`src/rtl/ol_layer_scheduler_if.sv`:
```
// Bundle between the output-layer scheduler, its upstream source, the shared neuron bus and the downstream sink.
// Valid/ready rule: a transfer occurs on a rising clk edge where valid and ready are both 1; data is sampled only on that edge.
interface ol_layer_scheduler_if #(
  parameter int NUM_INPUTS  = 8,
  parameter int NUM_NEURONS = 4,
  parameter int WIDTH       = 8
);
  logic [NUM_INPUTS*WIDTH-1:0]  in_values;
  logic                         in_valid;
  logic                         in_ready;
  logic [NUM_NEURONS-1:0]       neuron_ready;
  logic [WIDTH-1:0]             neuron_value_in;
  logic                         neuron_valid_in;
  logic [NUM_NEURONS*WIDTH-1:0] neuron_value_out;
  logic [NUM_NEURONS-1:0]       neuron_valid_out;
  logic [NUM_NEURONS-1:0]       neuron_overflow;
  logic [NUM_NEURONS*WIDTH-1:0] out_values;
  logic                         out_valid;
  logic                         out_ready;
  logic                         out_overflow;
  logic                         timeout_err;
  logic [2:0]                   dbg_state;

  modport master (
    input  in_values, in_valid, neuron_ready, neuron_value_out, neuron_valid_out,
           neuron_overflow, out_ready,
    output in_ready, neuron_value_in, neuron_valid_in, out_values, out_valid,
           out_overflow, timeout_err, dbg_state
  );

  modport slave (
    output in_values, in_valid, neuron_ready, neuron_value_out, neuron_valid_out,
           neuron_overflow, out_ready,
    input  in_ready, neuron_value_in, neuron_valid_in, out_values, out_valid,
           out_overflow, timeout_err, dbg_state
  );
endinterface

```
`src/rtl/ol_layer_scheduler.sv`:
```
// Output-layer scheduler: takes one input vector, broadcasts it serially to every neuron,
// gathers each neuron's result and hands back the assembled vector with overflow/timeout status.
module ol_layer_scheduler #(
  parameter int NUM_INPUTS  = 8,
  parameter int NUM_NEURONS = 4,
  parameter int WIDTH       = 8,
  parameter int TIMEOUT     = 255
) (
  input logic                clk,
  input logic                rstn,
  ol_layer_scheduler_if.master bus
);
  localparam int IDX_W = (NUM_INPUTS > 1) ? $clog2(NUM_INPUTS) : 1;
  localparam int TO_W  = $clog2(TIMEOUT + 1);
  localparam logic [IDX_W-1:0] LAST_IDX = IDX_W'(NUM_INPUTS - 1);
  localparam logic [TO_W-1:0]  TO_LAST  = TO_W'(TIMEOUT - 1);

  typedef enum logic [2:0] {
    S_IDLE       = 3'd0,
    S_WAIT_READY = 3'd1,
    S_STREAM     = 3'd2,
    S_WAIT_DONE  = 3'd3,
    S_DRAIN      = 3'd4,
    S_OUTPUT     = 3'd5
  } state_t;

  state_t                       state;
  logic [WIDTH-1:0]             data [NUM_INPUTS];
  logic [IDX_W-1:0]             idx;
  logic [TO_W-1:0]              to_cnt;
  logic [NUM_NEURONS-1:0]       done;
  logic [NUM_NEURONS*WIDTH-1:0] results;
  logic                         ovf;
  logic                         to_err;

  logic                         capture_en;
  logic [NUM_NEURONS-1:0]       new_hits;
  logic [NUM_NEURONS-1:0]       done_next;

  // Results may already arrive while the tail of the vector is still streaming.
  always_comb begin
    capture_en = (state == S_STREAM) || (state == S_WAIT_DONE);
    new_hits   = capture_en ? (bus.neuron_valid_out & ~done) : '0;
    done_next  = done | new_hits;
  end

  always_ff @(posedge clk) begin
    if (!rstn) begin
      state   <= S_IDLE;
      idx     <= '0;
      to_cnt  <= '0;
      done    <= '0;
      results <= '0;
      ovf     <= 1'b0;
      to_err  <= 1'b0;
      for (int i = 0; i < NUM_INPUTS; i++) data[i] <= '0;
    end else begin
      for (int j = 0; j < NUM_NEURONS; j++) begin
        if (new_hits[j]) results[j*WIDTH +: WIDTH] <= bus.neuron_value_out[j*WIDTH +: WIDTH];
      end
      done <= done_next;

      case (state)
        S_IDLE: begin
          if (bus.in_valid) begin
            for (int i = 0; i < NUM_INPUTS; i++) data[i] <= bus.in_values[i*WIDTH +: WIDTH];
            done    <= '0;
            results <= '0;
            ovf     <= 1'b0;
            to_err  <= 1'b0;
            idx     <= '0;
            to_cnt  <= '0;
            state   <= S_WAIT_READY;
          end
        end
        S_WAIT_READY: begin
          if (&bus.neuron_ready) state <= S_STREAM;
        end
        S_STREAM: begin
          if (idx == LAST_IDX) begin
            idx   <= '0;
            state <= S_WAIT_DONE;
          end else begin
            idx <= idx + 1'b1;
          end
        end
        S_WAIT_DONE: begin
          ovf <= ovf | (|bus.neuron_overflow);
          if (&done_next) begin
            state <= S_DRAIN;
          end else if (to_cnt == TO_LAST) begin
            to_err <= 1'b1;
            state  <= S_DRAIN;
          end else begin
            to_cnt <= to_cnt + 1'b1;
          end
        end
        S_DRAIN: begin
          // Neurons flag overflow one cycle after their result; this cycle catches the last one.
          ovf   <= ovf | (|bus.neuron_overflow);
          state <= S_OUTPUT;
        end
        S_OUTPUT: begin
          if (bus.out_ready) state <= S_IDLE;
        end
        default: state <= S_IDLE;
      endcase
    end
  end

  assign bus.in_ready        = (state == S_IDLE);
  assign bus.neuron_valid_in = (state == S_STREAM);
  assign bus.neuron_value_in = (state == S_STREAM) ? data[idx] : '0;
  assign bus.out_values      = results;
  assign bus.out_valid       = (state == S_OUTPUT);
  assign bus.out_overflow    = ovf;
  assign bus.timeout_err     = to_err;
  assign bus.dbg_state       = state;
endmodule

```
`src/flat_wrapper.sv`:
```
// flat-port wrapper written by rule: the top's interface ports become plain ports
module ol_layer_scheduler_flat 
#(
  parameter int NUM_INPUTS  = 8,
  parameter int NUM_NEURONS = 4,
  parameter int WIDTH       = 8,
  parameter int TIMEOUT     = 255
)
  (clk, rstn, bus_in_values, bus_in_valid, bus_neuron_ready, bus_neuron_value_out, bus_neuron_valid_out, bus_neuron_overflow, bus_out_ready, bus_in_ready, bus_neuron_value_in, bus_neuron_valid_in, bus_out_values, bus_out_valid, bus_out_overflow, bus_timeout_err, bus_dbg_state);
  ol_layer_scheduler_if #(.NUM_INPUTS(NUM_INPUTS), .NUM_NEURONS(NUM_NEURONS), .WIDTH(WIDTH)) bus_i ();
  input logic clk;
  input logic rstn;
  input wire logic [$bits(bus_i.in_values)-1:0] bus_in_values;
  input wire logic [$bits(bus_i.in_valid)-1:0] bus_in_valid;
  input wire logic [$bits(bus_i.neuron_ready)-1:0] bus_neuron_ready;
  input wire logic [$bits(bus_i.neuron_value_out)-1:0] bus_neuron_value_out;
  input wire logic [$bits(bus_i.neuron_valid_out)-1:0] bus_neuron_valid_out;
  input wire logic [$bits(bus_i.neuron_overflow)-1:0] bus_neuron_overflow;
  input wire logic [$bits(bus_i.out_ready)-1:0] bus_out_ready;
  output wire logic [$bits(bus_i.in_ready)-1:0] bus_in_ready;
  output wire logic [$bits(bus_i.neuron_value_in)-1:0] bus_neuron_value_in;
  output wire logic [$bits(bus_i.neuron_valid_in)-1:0] bus_neuron_valid_in;
  output wire logic [$bits(bus_i.out_values)-1:0] bus_out_values;
  output wire logic [$bits(bus_i.out_valid)-1:0] bus_out_valid;
  output wire logic [$bits(bus_i.out_overflow)-1:0] bus_out_overflow;
  output wire logic [$bits(bus_i.timeout_err)-1:0] bus_timeout_err;
  output wire logic [$bits(bus_i.dbg_state)-1:0] bus_dbg_state;
  assign bus_i.in_values = bus_in_values;
  assign bus_i.in_valid = bus_in_valid;
  assign bus_i.neuron_ready = bus_neuron_ready;
  assign bus_i.neuron_value_out = bus_neuron_value_out;
  assign bus_i.neuron_valid_out = bus_neuron_valid_out;
  assign bus_i.neuron_overflow = bus_neuron_overflow;
  assign bus_i.out_ready = bus_out_ready;
  assign bus_in_ready = bus_i.in_ready;
  assign bus_neuron_value_in = bus_i.neuron_value_in;
  assign bus_neuron_valid_in = bus_i.neuron_valid_in;
  assign bus_out_values = bus_i.out_values;
  assign bus_out_valid = bus_i.out_valid;
  assign bus_out_overflow = bus_i.out_overflow;
  assign bus_timeout_err = bus_i.timeout_err;
  assign bus_dbg_state = bus_i.dbg_state;
  ol_layer_scheduler #(.NUM_INPUTS(NUM_INPUTS), .NUM_NEURONS(NUM_NEURONS), .WIDTH(WIDTH), .TIMEOUT(TIMEOUT)) u_core (.clk(clk), .rstn(rstn), .bus(bus_i));
endmodule
```
`config.mk`:
```
export PLATFORM = sky130hd
export DESIGN_NAME = ol_layer_scheduler_flat
export DESIGN_NICKNAME = d
export VERILOG_FILES = /design/src/rtl/ol_layer_scheduler_if.sv /design/src/rtl/ol_layer_scheduler.sv /design/src/flat_wrapper.sv
export SDC_FILE = /design/constraint.sdc
export NUM_CORES = 1
export LEC_CHECK = 0
export BUFFER_PORTS_ARGS = -buffer_cell sky130_fd_sc_hd__buf_2
export CELL_PAD_IN_SITES_DETAIL_PLACEMENT = 0
export CELL_PAD_IN_SITES_GLOBAL_PLACEMENT = 1
export CORE_MARGIN = 5
export CORE_UTILIZATION = 36
export DETAILED_ROUTE_END_ITERATION = 10
export GPL_TIMING_DRIVEN = 0
export PLACE_DENSITY_LB_ADDON = 0.2
export SYNTH_ARGS = -nofsm -noshare
export SYNTH_HDL_FRONTEND = slang
export SYNTH_SLANG_ARGS = --single-unit
```
`constraint.sdc`:
```
create_clock -name clk -period 2.56 [get_ports clk]
set_input_delay 0.768 -clock clk [delete_from_list [all_inputs] [get_ports clk]]
set_output_delay 0.768 -clock clk [all_outputs]
set_load 0.005 [all_outputs]
```
==> run summary <==
setup TNS -> -0.4509 ns
clock slew at reported path FFs -> 0.05 ns
design area -> 6763 sq um
R2R Setup Slk -> 0.37 ns
worst min path class -> reg2reg
Setup-failing EPs final -> 8
Synth Instances -> 434
failing checks -> negative setup slack
final hold vios -> 0
dpl hpwl -> 9389 um
DR WL/cell -> 16.16 um
CTS tree -> built
prevailing post-synth register cell -> edfxtp_1
top cells by area, synth -> edfxtp_1 38%, dfxtp_1 22%, and2_1 8.0%, mux4_2 7.1%, nand2_1 4.3%
via count of the first global-routing pass -> 3986
Root Driver -> clkbuf_16
Synth top cells by count -> 65 x and2_1, 64 x edfxtp_1, 58 x nand2_1, 55 x dfxtp_1, 36 x a21oi_1
Crit Path Category -> reg2out
DRT Wirelength -> 13030 um
row cnt -> 43
mapped cell area -> 5094 sq um
vias after detailed routing -> 3852
Synth Register Bits -> 119
number of flops mapped to enable cells by yosys -> 64
Slew headroom -> 38.60%
number of diodes -> 0
sequential area share after synthesis -> 59.35%
routability cong. -> 0.7317
Routed Antenna Nets -> 0
Initial Util -> 36.70%
Layout Skew -> 0.005911 ns
Critical Path Max Stage Delay -> 0.54 ns
H-tree Lvls -> 4
GRT Residual Overflow -> 0
Slew Viols, Final -> 0
P per Cell Area -> 699.6 nW/um^2
Total Routing Usage GR -> 15.96%
DP Area -> 6117 sq um
cts hold-fix bufs -> 0
Buffers on Ports -> 159
outcome -> complete, but fails checks
period utilization -> 104.1%
Clock Sinks -> 119
antenna violations before repair -> 1
DR iter-0 viols -> 278
first-pass GRT wire length -> 20290 um
Arr. time, crit path -> 1.90 ns
Slew @ Worst Pin -> 0.9210 ns
Worst path slowest cell -> mux4_2
crit path max fanout -> 5
Nets -> 730
Data required, critical path -> 1.79 ns
Worst setup SP type -> register
Min Clock Period, post-route -> 2.666 ns
share of cells above drive strength 1 -> 36.42%
max cap viols -> 0
die height -> 129.0 um
top cell type's share of synthesized area -> 37.73%
Die Wd -> 129.0 um
die footprint -> 16630 sq um
critical path endpoint category -> output pin
Longest Clk Path Bufs -> 2
Fmax -> 375.1 MHz
Pwr Total -> 0.004731 W
router iterations before antenna repair -> 4
Synth cell types -> 42
core area -> 13880 sq um
most numerous cell in the Yosys netlist -> and2_1
CP Cell Sequence -> buf_6 > buf_12 > mux4_2 > mux2i_1 > nor2_1 > buf_2
area growth from synthesis to layout -> 32.77%
largest net degree at the start of global routing -> 74
Async SR Flop Fraction -> 0%
CTS buffer count -> 17
worst-skew pair later-pin latency -> 0.41 ns
Lkg Pwr -> 2.805 nW
DR vias/cell -> 4.779
YS warnings -> 0
Synth Area per Inst -> 11.74 sq um
VDD IR max -> 0.0004212 V
Yosys top cell by area -> edfxtp_1
Net Count, Synth -> 550
unrepaired setup endpoints after global routing -> true
top-level port count -> 160
Remaining DRCs -> 0
final worst setup slack -> -0.1058 ns
## power breakdown
part	switching, W	total, W	leakage, nW	internal, W
clock network	0.000804	0.00231	0.273	0.00150
registers	0.0000253	0.00214	1.13	0.00211
logic	0.000145	0.000286	1.40	0.000141
total	0.000974	0.00473	2.80	0.00376
## state kept, by name (all words and copies together), names as in the netlist, named ones only
register                 count
u_core.bus.out_overflow      1
u_core.done                  4
u_core.idx                   3
u_core.data                 64
u_core.bus.dbg_state         3
u_core.bus.out_values       32
u_core.bus.timeout_err       1
u_core.to_cnt                8
## layout by cell type, fill, tap and decap left out, drive strengths merged, types with 4 or more instances in the layout
cell type,instances
mux2i,18
nand2,58
o211ai,4
nand3,4
dfxtp,55
nand2b,5
clkinv,7
and2,65
o21ai,7
clkbuf,27
ha,4
inv,5
and3b,4
or4,4
buf,178
edfxtp,64
nor2,28
or3,4
mux4,16
a21oi,36
## cell families after synthesis
logic type,Yosys count,synth area share [%]
AND/OR/NAND/NOR,187,19.33
flip-flops,119,59.35
AO/OA/AOI/OAI,60,6.951
multiplexers,34,10.61
buffers and inverters,30,2.775
adder cells (fa/ha/maj),4,0.9826
## metrics by stage
step | instances | utilization (%) | hold slack (ns) | worst slack (ns)
5_1_grt | 806 | 48.72 | 0.4725 | -0.1809
4_1_cts | 806 | 48.72 | 0.4537 | -0.1299
3_3_place_gp | 773 | 44.05 | 0.4407 | -0.6056
3_5_place_dp | 773 | 44.07 | 0.4468 | -0.1383
2_1_floorplan | 434 | - | 0.4425 | 0.0006346
6_report | 806 | 48.72 | 0.4479 | -0.1058
## final timing paths
| kind | start | end | depth (start not counted) |
|---|---|---|---|
| min reg2reg | u_core.bus.out_values[12] | u_core.bus.out_values[12] | 2 |
| max reg2reg | u_core.bus.dbg_state[2] | u_core.data[3][3] | 4 |
| min | u_core.bus.out_values[12] | u_core.bus.out_values[12] | 2 |
| max | register | bus_neuron_value_in[1] | 6 |
## final cells by class
type	instances	area, sq um
Inverter	5	18.77
Clock buffer	19	432.9
Multi-Input combinational cell	285	1932
Buffer	25	151.4
Tap cell	180	225.2
Sequential cell	119	3024
Timing Repair Buffer	161	843.3
Clock inverter	12	135.1
Fill cell	1326	7118
## layer usage
metal / share of wire (%) / track usage (%)
met1: 41 / 19.14
met2: 49 / 26.49
met3: 7.6 / 5.272
met4: 2.0 / 6.424
met5: 0.054 / 0
## what timing repair did
action / CTS / global route
setup endpoints to repair: 9 / 8
cloned: 1 / 0
buffers inserted: 1 / 0
pin swaps: 3 / 4
resized for setup: 11 / 0
## critical path: cells and delay by family (launching register included)
| kind | cells | cell delay [ns] |
|---|---|---|
| buf+inv | 3 | 0.39 |
| mux | 2 | 0.70 |
| flops | 1 | 0.32 |
| simple gates | 1 | 0.06 |
Note: power is estimated with default switching activity, not from simulation.
